--- src/rtl/cues_ring_scheduler.sv ---
// Sequencer for a self-timed C-element token ring: loads EXBIN, injects tokens by 4-phase handshake, counts CP events.
// Optional CP period measurement is built when CUES_PERIOD_MEAS_EN is defined.
module cues_ring_scheduler #(
    parameter int NSTAGE = 8,
    parameter int SETTLE = 4,
    parameter int EVT_W  = 16,
    parameter int TO_W   = 16
) (
    input  logic              CLK,
    input  logic              RESET,
    input  logic              START,
    input  logic              ABORT,
    input  logic [NSTAGE-1:0] CFG_EXB,
    input  logic [3:0]        CFG_TOKENS,
    input  logic [EVT_W-1:0]  CFG_EVENTS,
    input  logic [TO_W-1:0]   CFG_TIMEOUT,
    output logic [NSTAGE-1:0] EXBIN,
    output logic              LOPEN,
    output logic              SEND_INJ,
    input  logic              ACK_INJ,
    input  logic              CP_MON,
    output logic              BUSY,
    output logic              DONE,
    output logic              ERR,
    output logic [1:0]        ERR_CODE,
    output logic [EVT_W-1:0]  EVT_CNT,
    output logic [TO_W-1:0]   PERIOD_MIN,
    output logic [TO_W-1:0]   PERIOD_MAX
);

    localparam int SET_W = $clog2(SETTLE + 1);

    typedef enum logic [2:0] {
        S_IDLE, S_CONFIG, S_INJ_REQ, S_INJ_REL, S_RUN, S_DRAIN, S_DONE, S_ERROR
    } state_e;

    localparam logic [1:0] CODE_TIMEOUT = 2'd1;
    localparam logic [1:0] CODE_BADCFG  = 2'd2;
    localparam logic [1:0] CODE_ABORT   = 2'd3;

    state_e            state_q, state_d;
    logic [NSTAGE-1:0] exbin_q, exbin_d;
    logic [3:0]        tokens_q, tokens_d;
    logic [EVT_W-1:0]  events_q, events_d;
    logic [TO_W-1:0]   timeout_q, timeout_d;
    logic [EVT_W-1:0]  evt_cnt_q, evt_cnt_d;
    logic [1:0]        err_code_q, err_code_d;
    logic [SET_W-1:0]  settle_q, settle_d;
    logic [TO_W-1:0]   wdog_q, wdog_d;
    logic              ack_s1_q, ack_s2_q;
    logic              cp_s1_q, cp_s2_q, cp_s3_q;

    logic cp_evt, busy, settle_done, cfg_bad, wdog_hit, wdog_state;

    // Third CP flop only remembers the previous synchronised level for edge detection.
    assign cp_evt      = cp_s2_q & ~cp_s3_q;
    assign busy        = !(state_q inside {S_IDLE, S_DONE, S_ERROR});
    assign settle_done = (settle_q == SET_W'(SETTLE - 1));
    assign cfg_bad     = ({28'd0, CFG_TOKENS} >= 32'(NSTAGE)) || (CFG_EXB == '0);
    assign wdog_state  = state_q inside {S_INJ_REQ, S_INJ_REL, S_RUN};
    assign wdog_hit    = wdog_state && (timeout_q != '0) && (wdog_q >= timeout_q);

    always_comb begin
        // NOTE: every variable gets a default first so no path can infer a latch.
        state_d    = state_q;
        exbin_d    = exbin_q;
        tokens_d   = tokens_q;
        events_d   = events_q;
        timeout_d  = timeout_q;
        evt_cnt_d  = evt_cnt_q;
        err_code_d = err_code_q;
        settle_d   = settle_q + SET_W'(1);

        if (cp_evt && (state_q inside {S_RUN, S_DRAIN}) && (evt_cnt_q != '1))
            evt_cnt_d = evt_cnt_q + EVT_W'(1);

        unique case (state_q)
            S_IDLE, S_DONE, S_ERROR: begin
                if (START) begin
                    tokens_d   = CFG_TOKENS;
                    events_d   = CFG_EVENTS;
                    timeout_d  = CFG_TIMEOUT;
                    evt_cnt_d  = '0;
                    err_code_d = 2'd0;
                    if (cfg_bad) begin
                        state_d    = S_ERROR;
                        err_code_d = CODE_BADCFG;
                        exbin_d    = '1;
                    end else begin
                        state_d = S_CONFIG;
                        exbin_d = CFG_EXB;
                    end
                end
            end
            S_CONFIG:  if (settle_done) state_d = (tokens_q != 4'd0) ? S_INJ_REQ : S_DRAIN;
            S_INJ_REQ: if (ack_s2_q) state_d = S_INJ_REL;
            S_INJ_REL: begin
                if (!ack_s2_q) begin
                    tokens_d = tokens_q - 4'd1;
                    state_d  = (tokens_q == 4'd1) ? S_RUN : S_INJ_REQ;
                end
            end
            S_RUN:     if (evt_cnt_d >= events_q) state_d = S_DRAIN;
            S_DRAIN:   if (settle_done) state_d = S_DONE;
            default:   state_d = S_IDLE;
        endcase

        // Abort outranks the watchdog and any same-cycle completion.
        if (busy && ABORT) begin
            state_d    = S_ERROR;
            err_code_d = CODE_ABORT;
            exbin_d    = '1;
        end else if (wdog_hit) begin
            state_d    = S_ERROR;
            err_code_d = CODE_TIMEOUT;
            exbin_d    = '1;
        end

        if (state_d != state_q) settle_d = '0;

        if ((state_d != state_q) || cp_evt) wdog_d = '0;
        else if (wdog_q != '1)              wdog_d = wdog_q + TO_W'(1);
        else                                wdog_d = wdog_q;
    end

    always_ff @(posedge CLK) begin
        // NOTE: sequential state uses non-blocking assignments so every flop samples pre-edge values.
        if (RESET) begin
            state_q    <= S_IDLE;
            exbin_q    <= '1;
            tokens_q   <= '0;
            events_q   <= '0;
            timeout_q  <= '0;
            evt_cnt_q  <= '0;
            err_code_q <= '0;
            settle_q   <= '0;
            wdog_q     <= '0;
            ack_s1_q   <= 1'b0;
            ack_s2_q   <= 1'b0;
            cp_s1_q    <= 1'b0;
            cp_s2_q    <= 1'b0;
            cp_s3_q    <= 1'b0;
        end else begin
            state_q    <= state_d;
            exbin_q    <= exbin_d;
            tokens_q   <= tokens_d;
            events_q   <= events_d;
            timeout_q  <= timeout_d;
            evt_cnt_q  <= evt_cnt_d;
            err_code_q <= err_code_d;
            settle_q   <= settle_d;
            wdog_q     <= wdog_d;
            ack_s1_q   <= ACK_INJ;
            ack_s2_q   <= ack_s1_q;
            cp_s1_q    <= CP_MON;
            cp_s2_q    <= cp_s1_q;
            cp_s3_q    <= cp_s2_q;
        end
    end

    assign EXBIN    = exbin_q;
    assign LOPEN    = (state_q != S_RUN);
    assign SEND_INJ = (state_q == S_INJ_REQ);
    assign BUSY     = busy;
    assign DONE     = (state_q == S_DONE);
    assign ERR      = (state_q == S_ERROR);
    assign ERR_CODE = err_code_q;
    assign EVT_CNT  = evt_cnt_q;

`ifdef CUES_PERIOD_MEAS_EN
    logic [TO_W-1:0] per_cnt_q, per_min_q, per_max_q;
    logic            per_seen_q;
    logic            start_acc;

    assign start_acc = START && !busy;

    // Period is the cycle distance between consecutive CP events seen in RUN.
    always_ff @(posedge CLK) begin
        if (RESET || start_acc) begin
            per_cnt_q  <= '0;
            per_min_q  <= '1;
            per_max_q  <= '0;
            per_seen_q <= 1'b0;
        end else if (state_q == S_RUN) begin
            if (cp_evt) begin
                if (per_seen_q) begin
                    if (per_cnt_q < per_min_q) per_min_q <= per_cnt_q;
                    if (per_cnt_q > per_max_q) per_max_q <= per_cnt_q;
                end
                per_seen_q <= 1'b1;
                per_cnt_q  <= TO_W'(1);
            end else if (per_cnt_q != '1) begin
                per_cnt_q <= per_cnt_q + TO_W'(1);
            end
        end
    end

    assign PERIOD_MIN = per_min_q;
    assign PERIOD_MAX = per_max_q;
`else
    assign PERIOD_MIN = '0;
    assign PERIOD_MAX = '0;
`endif

endmodule
--- config.mk ---
export PLATFORM = sky130hd
export DESIGN_NAME = cues_ring_scheduler
export DESIGN_NICKNAME = d
export VERILOG_FILES = /design/src/rtl/cues_ring_scheduler.sv
export SDC_FILE = /design/constraint.sdc
export NUM_CORES = 1
export LEC_CHECK = 0
export ABC_CLOCK_PERIOD_IN_PS = 4330
export CORE_MARGIN = 2
export CORE_UTILIZATION = 45
export CTS_CLUSTER_SIZE = 20
export DETAILED_ROUTE_END_ITERATION = 16
export PLACE_DENSITY = 0.73
export SYNTH_ARGS = -nofsm -noshare
export SYNTH_HDL_FRONTEND = slang
export SYNTH_SLANG_ARGS = --single-unit
--- constraint.sdc ---
create_clock -name CLK -period 4.33 [get_ports CLK]
set_input_delay 0.866 -clock CLK [delete_from_list [all_inputs] [get_ports CLK]]
set_output_delay 0.866 -clock CLK [all_outputs]
set_load 0.1 [all_outputs]
**Yosys cells after proc, flatten, opt, wreduce, memory -nomap -nowiden**

Index checks and enable logic that the tools add are counted.

- Output and inout port bits: 63
- Register bits: 89
- Input port bits: 50
- Bits in latches: 0
- Bits in read-only memories: 0
- Memory bits (writable): 0
- Word-level logic and storage cells: 87
- Memories kept: 0

- Shifts and indexed selects: 0
- Add/subtract/negate cells: 4
- $lt $le $gt $ge: 3
- Bitwise logic cells: 2
- Multiply operators: 0
- Reduce and logical (&&, ||, !) cells: 25
- Eq/ne operators: 15
- Multiplexer cells: 24
- Divide/modulo/power cells: 0

Operators with widths:

| cell | number |
|---|---|
| 16-bit 2-to-1 mux | 3 |
| 3-bit 2-to-1 mux | 11 |
| 16-bit by 1-bit adder with 16-bit output (second input constant) | 2 |
| 16-bit greater-or-equal comparator | 2 |
| 16-bit != test (second input constant) | 2 |
| 3-bit case mux with 6 select lines | 1 |
| 16-bit nonzero test | 1 |
| 3-bit == test (second input constant) | 4 |
| 3-bit nonzero test | 4 |
| 2-bit 2-to-1 mux | 5 |
| 3-bit by 2-bit == test with 1-bit output (second input constant) | 3 |
| 8-bit zero test | 1 |
| 4-bit 2-to-1 mux | 2 |
| 8-bit 2-to-1 mux | 1 |
| 4-bit case mux with 2 select lines | 1 |
| 3-bit OR reduction | 2 |
| 1-bit logical AND | 5 |
| 4-bit by 1-bit == test with 1-bit output (second input constant) | 1 |
| 4-bit greater-or-equal comparator (second input constant) | 1 |
| 2-bit != test (second input constant) | 2 |
| 2-bit AND reduction | 2 |
| 2-bit nonzero test | 2 |
| 4-bit nonzero test | 1 |
| 2-bit OR reduction | 2 |
| 11 further kinds | 12 |

**Depth between registers and ports, before layout**

Gate-level depths: netlist of the first run.

- Depth in word-level cells: 13
- Depth in mapped cells: 20

**Least setup slack after synthesis of the first run**

No wires, ideal clock.

- Path type: reg-to-reg
- Start: register evt_cnt_q[0] (netlist: EVT_CNT[0])
- End: register wdog_q[10]
- Buffers on the path: 1
- Library setup time: 0.140 ns
- Path slack: -0.071 ns
- Arrival time: 4.261 ns
- Cell stages (with the launch flop): 21
- Path through: dfxtp_1 > ha_1 > nand2_1 > nor3_1 > a21oi_2 > nand3_1 > nor2_1 > nand2_1 > nor2_1 > xor2_1 > ha_1 > a21o_1 > a31oi_2 > o2111a_1 > o41ai_1 > a21oi_2 > xor2_1 > a32o_2 > a21oi_4 > buf_6 > nor4_2

- Cells in the longest elaborated chain, start to end: 11
- Elaborated cells on any way between the ends: 12
- Classes of those cells: add/sub: 1; order compare: 1; eq/ne: 2; mux: 5; reduce/logical: 3

RTL lines:

| element | line | RTL |
|---|---|---|
| from (decl) | 46 | `logic [EVT_W-1:0] evt_cnt_q, evt_cnt_d;` |
| from (signal assigned) | 149 | `evt_cnt_q <= evt_cnt_d;` |
| parallel branches: the longest is 2 deep, another holds 16-bit by 1-bit adder with 16-bit output | -- |  |
| 16-bit 2-to-1 mux * | 74 | `if (cp_evt && (state_q inside {S_RUN, S_DRAIN}) && (evt_cnt_q != '1))` |
| 16-bit greater-or-equal comparator * | 103 | `S_RUN: if (evt_cnt_d >= events_q) state_d = S_DRAIN;` |
| 3-bit 2-to-1 mux * | 103 |  |
| 3-bit case mux with 6 select lines * | 77 | `unique case (state_q)` |
| 3-bit 2-to-1 mux * | 113 | `end else if (wdog_hit) begin` |
| 3-bit 2-to-1 mux * | 109 | `if (busy && ABORT) begin` |
| 3-bit != test * | 121 | `if ((state_d != state_q) \|\| cp_evt) wdog_d = '0;` |
| 1-bit logical OR * | 121 |  |
| 2-bit OR reduction (no line) * | -- |  |
| to (signal assigned) | 152 | `wdog_q <= wdog_d;` |
| to (decl) | 49 | `logic [TO_W-1:0] wdog_q, wdog_d;` |

Mark *: on every way between the ends.
A chain may end at the register's enable or synchronous reset.

**Worst setup path after layout of the first run**

- Start: register evt_cnt_q[4] (netlist: EVT_CNT[4])
- End: register wdog_q[6]

The elaborated chain is that of the path after synthesis.

==> results.yml, run 1 <==
outcome:
  status: "finished clean"
power_and_ir_drop:
  power.internal_mw: 1.642
  p_seq_share_pct: 34.2
  leakage_nw: 2.279
  combinationalPowerShare_pct: 46.9
  peakVddDrop_v: 0.0002548
  pwr-share-clk_pct: 18.9
  switching_share_pct: 46.47
  power.density_nw_per_um2: 516.3
  switching_power_mw: 1.426
  total_power_mw: 3.068
logic_synthesis:
  yosysUniqueCellTypes: 53
  synth-edff-count: 0
  synth_area_um2: 4925
  yosys_warnings: 0
  synthFlopType: "dfxtp_1"
  ys_async_sr_fraction_pct: 0
  syn-instance-count: 602
  syn_area_per_cell_um2: 8.181
  synth_seq_cells: 89
  seq_area_frac_synth_pct: 36.18
timing:
  finalSetupTns_ns: 0
  hold_slack_ns: 0.4430
  timing.slew.headroom_pct: 32.61
  worst_slack_ns: 0.2273
  min_period_ns: 4.103
  fin_worst_skew_ns: 0.01117
  timing.fmax_mhz: 243.7
  period_share_pct: 94.75
  drv_slew: 0
  finalSetupViolCount: 0
  hold_violations: 0
  max_slew.worst_pin.slew_ns: 1.008
placement:
  place_area_um2: 5699
  place_ws_ns: 0.1744
  port-buffer-count: 80
  placedCellCount: 801
  dpl.hpwl_mm: 8.585
  place_congestion: 0.9039
global_route:
  grt_antenna_before_repair: 0
  grt_pass1_vias: 4095
  grt_pass1_wl_mm: 18.64
  gr-total-overflow: 0
  groute.usage.overall_pct: 20.06
  grt_max_degree: 43
job:
  drv_cap: 0
cts:
  h-tree-depth: 3
  clkTransAtPathRegs_ns: 0.09
  clock_latency_ns: 0.37
  cts_buffer_depth: 2
  cts_made_buffers: 9
  cts_tree: "yes"
  clock_sinks: 89
  clockRootBuffer: "clkbuf_8"
detailed_routing:
  drt-pass1-iter-count: 5
  routedWlPerCell_um: 14.15
  viasPerCell: 5.216
  dr.first_iter.drc_count: 209
  vias: 4277
  postRouteAntennaNets: 0
  totalWireLength_mm: 11.60
  drc: 0
critical_path:
  crit_slowest_cell: "dfxtp_1"
  reg2reg_from: "EVT_CNT[4]$_SDFF_PP0_"
  r2r_cells: 19
  cp-end-kind: "register"
  startpoint_type: "register"
  path_cells: "and4_1 -> and2_1 -> a21oi_4 -> nand3_2 -> nor2_4 -> nand2_1 -> nor2_1 -> xor2_1 -> ha_1 -> a21o_1 -> a31oi_2 -> o2111a_1 -> o41ai_1 -> a21oi_2 -> xor2_1 -> a32o_2 -> a21oi_4 -> buf_4 -> nor4_1"
  path_max_fanout: 19
  crit_required_ns: 4.58
  path_class: "reg -> reg"
  critPathMaxStageDelay_ns: 0.36
  reg2reg_slack_ns: 0.23
  r2r_end: "wdog_q[6]$_SDFFE_PP0P_"
  worstPathArrival_ns: 4.35
finish:
  fillers: 1011
  layout_commonest_cell: "nand2_1"
  final_cell_mix: "nand2_1 (103), dfxtp_1 (85), clkdlybuf4s50_1 (80), a21oi_1 (52), ha_1 (38)"
  multi_input_area_um2: 2775
  final_core_util_pct: 55.30
  num_antenna_cells: 0
  area_growth_pct: 20.66
  drive_above_1_share_pct: 7.500
  stdcell_area_um2: 5942
  register_area_um2: 1787
  nNetsFinal: 763
  final_cell_count_no_fill: 820
worst_hold_path:
  hp-start: "ack_s1_q$_SDFF_PP0_"
  hp-class: "reg -> reg"
  hold_path_depth: 1
  holdPathEnd: "ack_s2_q$_SDFF_PP0_"
floorplanning:
  die_x_um: 108.6
  core_area_um2: 10750
  start_util_pct: 45.83
  num_rows: 38
  dieArea_um2: 11800
  ios: 113
  die_y_um: 108.6
[synth_stat cells (3+ instances only)]
cell / n / area share, %
nand4_1: 13 / 1.7
clkbuf_1: 14 / 1.1
nor2b_1: 24 / 3.0
xor2_1: 15 / 2.7
a211oi_1: 6 / 0.91
ha_1: 38 / 9.7
buf_2: 6 / 0.61
mux2i_1: 3 / 0.61
nor2_1: 25 / 1.9
a21oi_2: 4 / 0.71
and4_1: 3 / 0.53
inv_1: 37 / 2.8
nand2b_1: 6 / 0.76
o21ai_1: 3 / 0.30
nor4_2: 7 / 1.8
a21oi_1: 52 / 5.3
nand3_1: 21 / 2.1
dfxtp_1: 89 / 36
nand2_1: 103 / 7.9
nor3_1: 8 / 0.81
o21a_1: 3 / 0.46
buf_4: 33 / 5.0
and3_1: 4 / 0.51
and2_1: 5 / 0.64
o22ai_1: 5 / 0.64
o21ai_0: 13 / 1.3
xnor2_1: 12 / 2.1
a21o_1: 4 / 0.61
nor4_1: 15 / 1.9
[worst max-delay path by stage]
| stage | startpoint | endpoint | slack (ns) | cells past startpoint |
|---|---|---|---|---|
| floorplan | EVT_CNT[7]$_SDFF_PP0_ | wdog_q[10]$_SDFFE_PP0P_ | 0.04 | 19 |
| global placement | state_q[2]$_SDFF_PP0_ | wdog_q[13]$_SDFFE_PP0P_ | 0.39 | 18 |
| detailed placement | state_q[2]$_SDFF_PP0_ | wdog_q[13]$_SDFFE_PP0P_ | 0.17 | 18 |
| CTS | state_q[2]$_SDFF_PP0_ | wdog_q[6]$_SDFFE_PP0P_ | 0.04 | 18 |
| global route | EVT_CNT[4]$_SDFF_PP0_ | wdog_q[13]$_SDFFE_PP0P_ | -0.01 | 19 |
| finish | EVT_CNT[4]$_SDFF_PP0_ | wdog_q[6]$_SDFFE_PP0P_ | 0.23 | 19 |
[worst max-delay path: cells and delay by family, from the launching register on]
| kind | cells | cell delay (ns) |
|---|---|---|
| compound gates | 8 | 1.40 |
| simple gates | 7 | 1.30 |
| xor+xnor | 2 | 0.40 |
| flops | 1 | 0.36 |
| fa+ha+maj | 1 | 0.29 |
| buf+inv | 1 | 0.22 |
[power by group through the flow]
stage | sequential, mW | combinational, mW | clock, mW
3_5_place_dp | 1.06 | 1.43 | 0
4_1_cts | 1.04 | 1.43 | 0.588
2_1_floorplan | 1.16 | 1.05 | 0
6_report | 1.05 | 1.44 | 0.578
3_3_place_gp | 1.06 | 1.41 | 0
5_1_grt | 1.07 | 1.56 | 0.625
[logic make-up (layout without fill, tap and decap cells)]
family	count (synthesis)	count (layout)	share of synthesized area, %
AO/OA/AOI/OAI	106	106	13.44
XOR/XNOR	27	27	4.802
adder cells (fa/ha/maj)	39	39	9.883
buffers and inverters	96	143	10.29
flip-flops	89	89	36.18
multiplexers	4	4	0.8384
other	1	32	0.07615
AND/OR/NAND/NOR	240	240	24.49
[layer usage]
layer | global-route usage (%) | share of wire [%]
met5 | 0 | 0
met4 | 10.62 | 2.8
met3 | 2.989 | 5.2
met2 | 33.75 | 48
met1 | 24.76 | 44
[flip-flops by register name (all words and copies together), names as in the netlist]
register   cells
tokens_q       4
timeout_q     16
cp_s3_q        1
ack_s1_q       1
wdog_q        16
settle_q       3
state_q        3
ack_s2_q       1
EXBIN          8
cp_s1_q        1
EVT_CNT       16
events_q      16
cp_s2_q        1
ERR_CODE       2
[layout make-up]
class                      instances  share of cell area (%)
tap                              140                   2.948
multi-input combinational        448                   46.70
clock inverter                     4                  0.8844
timing repair buffer              88                   14.49
sequential                        89                   30.07
inverter                          39                   2.464
clock buffer                      12                   2.443
[what timing repair did]
| item | CTS | global route |
|---|---|---|
| endpoints found under the setup margin | 0 | 19 |
| resized for setup | 0 | 6 |
| setup buffers | 0 | 3 |
| hold buffers | 0 | 0 |
(Power assumes the default switching activity.)
==> inputs of run 2 (changes only) <==
- CORE_MARGIN: 2 -> 3
==> results.yml, run 2 (same netlist as run 1, synthesis figures left out) <==
timing:
  timing.fmax_mhz: 247.2
  rsz0062_at_grt: "no"
  finalSetupViolCount: 0
  hold_violations: 0
  period_share_pct: 93.41
  drv_slew: 0
  max_slew.worst_pin.slew_ns: 1.004
  timing.slew.headroom_pct: 32.89
  finalSetupTns_ns: 0
  min_period_ns: 4.045
  fin_worst_skew_ns: 0.005937
finish:
  final_cell_mix: "nand2_1 (103), dfxtp_1 (86), clkdlybuf4s50_1 (80), a21oi_1 (52), ha_1 (38)"
  nNetsFinal: 760
  drive_above_1_share_pct: 6.795
  num_antenna_cells: 0
  area_growth_pct: 19.99
  layout_commonest_cell: "nand2_1"
power_and_ir_drop:
  leakage_nw: 2.261
  power.density_nw_per_um2: 523.7
  total_power_mw: 3.095
  peakVddDrop_v: 0.0002705
cts:
  h-tree-depth: 3
  cts_buffer_depth: 2
  cts_made_buffers: 9
  clock_sinks: 89
  clock_latency_ns: 0.36
  clkTransAtPathRegs_ns: 0.08
  clockRootBuffer: "clkbuf_8"
  hold_buffers: 0
  cts_tree: "yes"
critical_path:
  path_class: "reg -> reg"
  worstPathArrival_ns: 4.30
  path_max_fanout: 19
  cp-end-kind: "register"
  crit_required_ns: 4.58
  startpoint_type: "register"
detailed_routing:
  postRouteAntennaNets: 0
  dr.first_iter.drc_count: 332
  drt-pass1-iter-count: 5
  drc: 0
  totalWireLength_mm: 11.63
  routedWlPerCell_um: 14.31
  vias: 4316
  viasPerCell: 5.309
global_route:
  groute.usage.overall_pct: 18.68
  grt_pass1_vias: 3943
  gr-total-overflow: 0
  grt_max_degree: 43
  grt_pass1_wl_mm: 18.95
  grt_antenna_before_repair: 0
floorplanning:
  start_util_pct: 47.07
  num_rows: 37
  core_area_um2: 10460
  die_y_um: 110.6
  dieArea_um2: 12230
  ios: 113
  die_x_um: 110.6
outcome:
  status: "finished clean"
job:
  drv_cap: 0
worst_hold_path:
  hp-class: "reg -> reg"
placement:
  place_congestion: 0.8998
  port-buffer-count: 80
  dpl.hpwl_mm: 8.817
[run 2: cell types whose count changed in the layout (fill, tap and decap cells not counted), sizes merged]
cell,before,now
bufinv,1,2
clkbuf,12,11
clkinvlp,0,2
buf,8,5
clkinv,3,1
[run 2: layer usage]
layer	vias to the layer above	GRT usage, %	wire length, µm
met5	-	0	0
met4	0	7.307	204
met3	19	2.959	555
met2	130	31.27	5754
met1	2027	24.11	5116
li1	2140	-	-
[run 2: power by group]
part | switching [mW] | leakage (nW) | internal (mW) | total [mW]
combinational | 1.02 | 1.44 | 0.413 | 1.43
sequential | 0.115 | 0.725 | 0.934 | 1.05
clock | 0.288 | 0.0995 | 0.325 | 0.612
[run 2: worst paths after layout]
check	startpoint	end	slack (ns)	cells after the start
setup / recovery	EVT_CNT[4]$_SDFF_PP0_	wdog_q[6]$_SDFFE_PP0P_	0.29	19
hold / removal	ack_s1_q$_SDFF_PP0_	ack_s2_q$_SDFF_PP0_	0.44	1
setup reg to reg	EVT_CNT[4]$_SDFF_PP0_	wdog_q[6]$_SDFFE_PP0P_	0.29	19
hold reg to reg	ack_s1_q$_SDFF_PP0_	ack_s2_q$_SDFF_PP0_	0.44	1
[run 2: final cells by class]
type                    count  area, µm²
fillers                  1010       4553
multi-input cells         448       2758
flip-flops and latches     89       1785
repair buffers             85      838.3
well taps                 136      170.2
inverters                  39      146.4
clock buffers              11      131.4
clock inverters             5      80.08
[run 2: worst max-delay path: stages, from the launching register on]
cell      delay [ns]
dfxtp_1         0.35
and4_1          0.22
and2_1          0.18
a21oi_2         0.24
nand3_1         0.17
nor2_2          0.17
nand2_1         0.12
nor2_1          0.13
xor2_1          0.19
ha_1            0.26
a21o_1          0.19
a31oi_2         0.23
o2111a_1        0.21
o41ai_1         0.08
a21oi_2         0.23
xor2_1          0.17
a32o_2          0.22
a21oi_4         0.06
buf_4           0.22
nor4_1          0.30
[run 2: what timing repair did]
item | in CTS | in global routing
setup buffers | 0 | 0
gates resized for setup | 0 | 2
setup endpoints to repair | 0 | 19
[run 2: per-stage QoR]
step	hold WS, ns	setup WS (ns)	util [%]	instances	cell area, µm²
2_1_floorplan	0.4084	0.04041	-	633	5044
3_3_place_gp	0.4171	0.3634	54.42	797	5694
6_report	0.4437	0.2854	56.48	813	5909
3_5_place_dp	0.4291	0.2741	54.42	797	5694
4_1_cts	0.4452	0.2145	56.45	813	5906
5_1_grt	0.4650	0.009786	56.48	813	5909
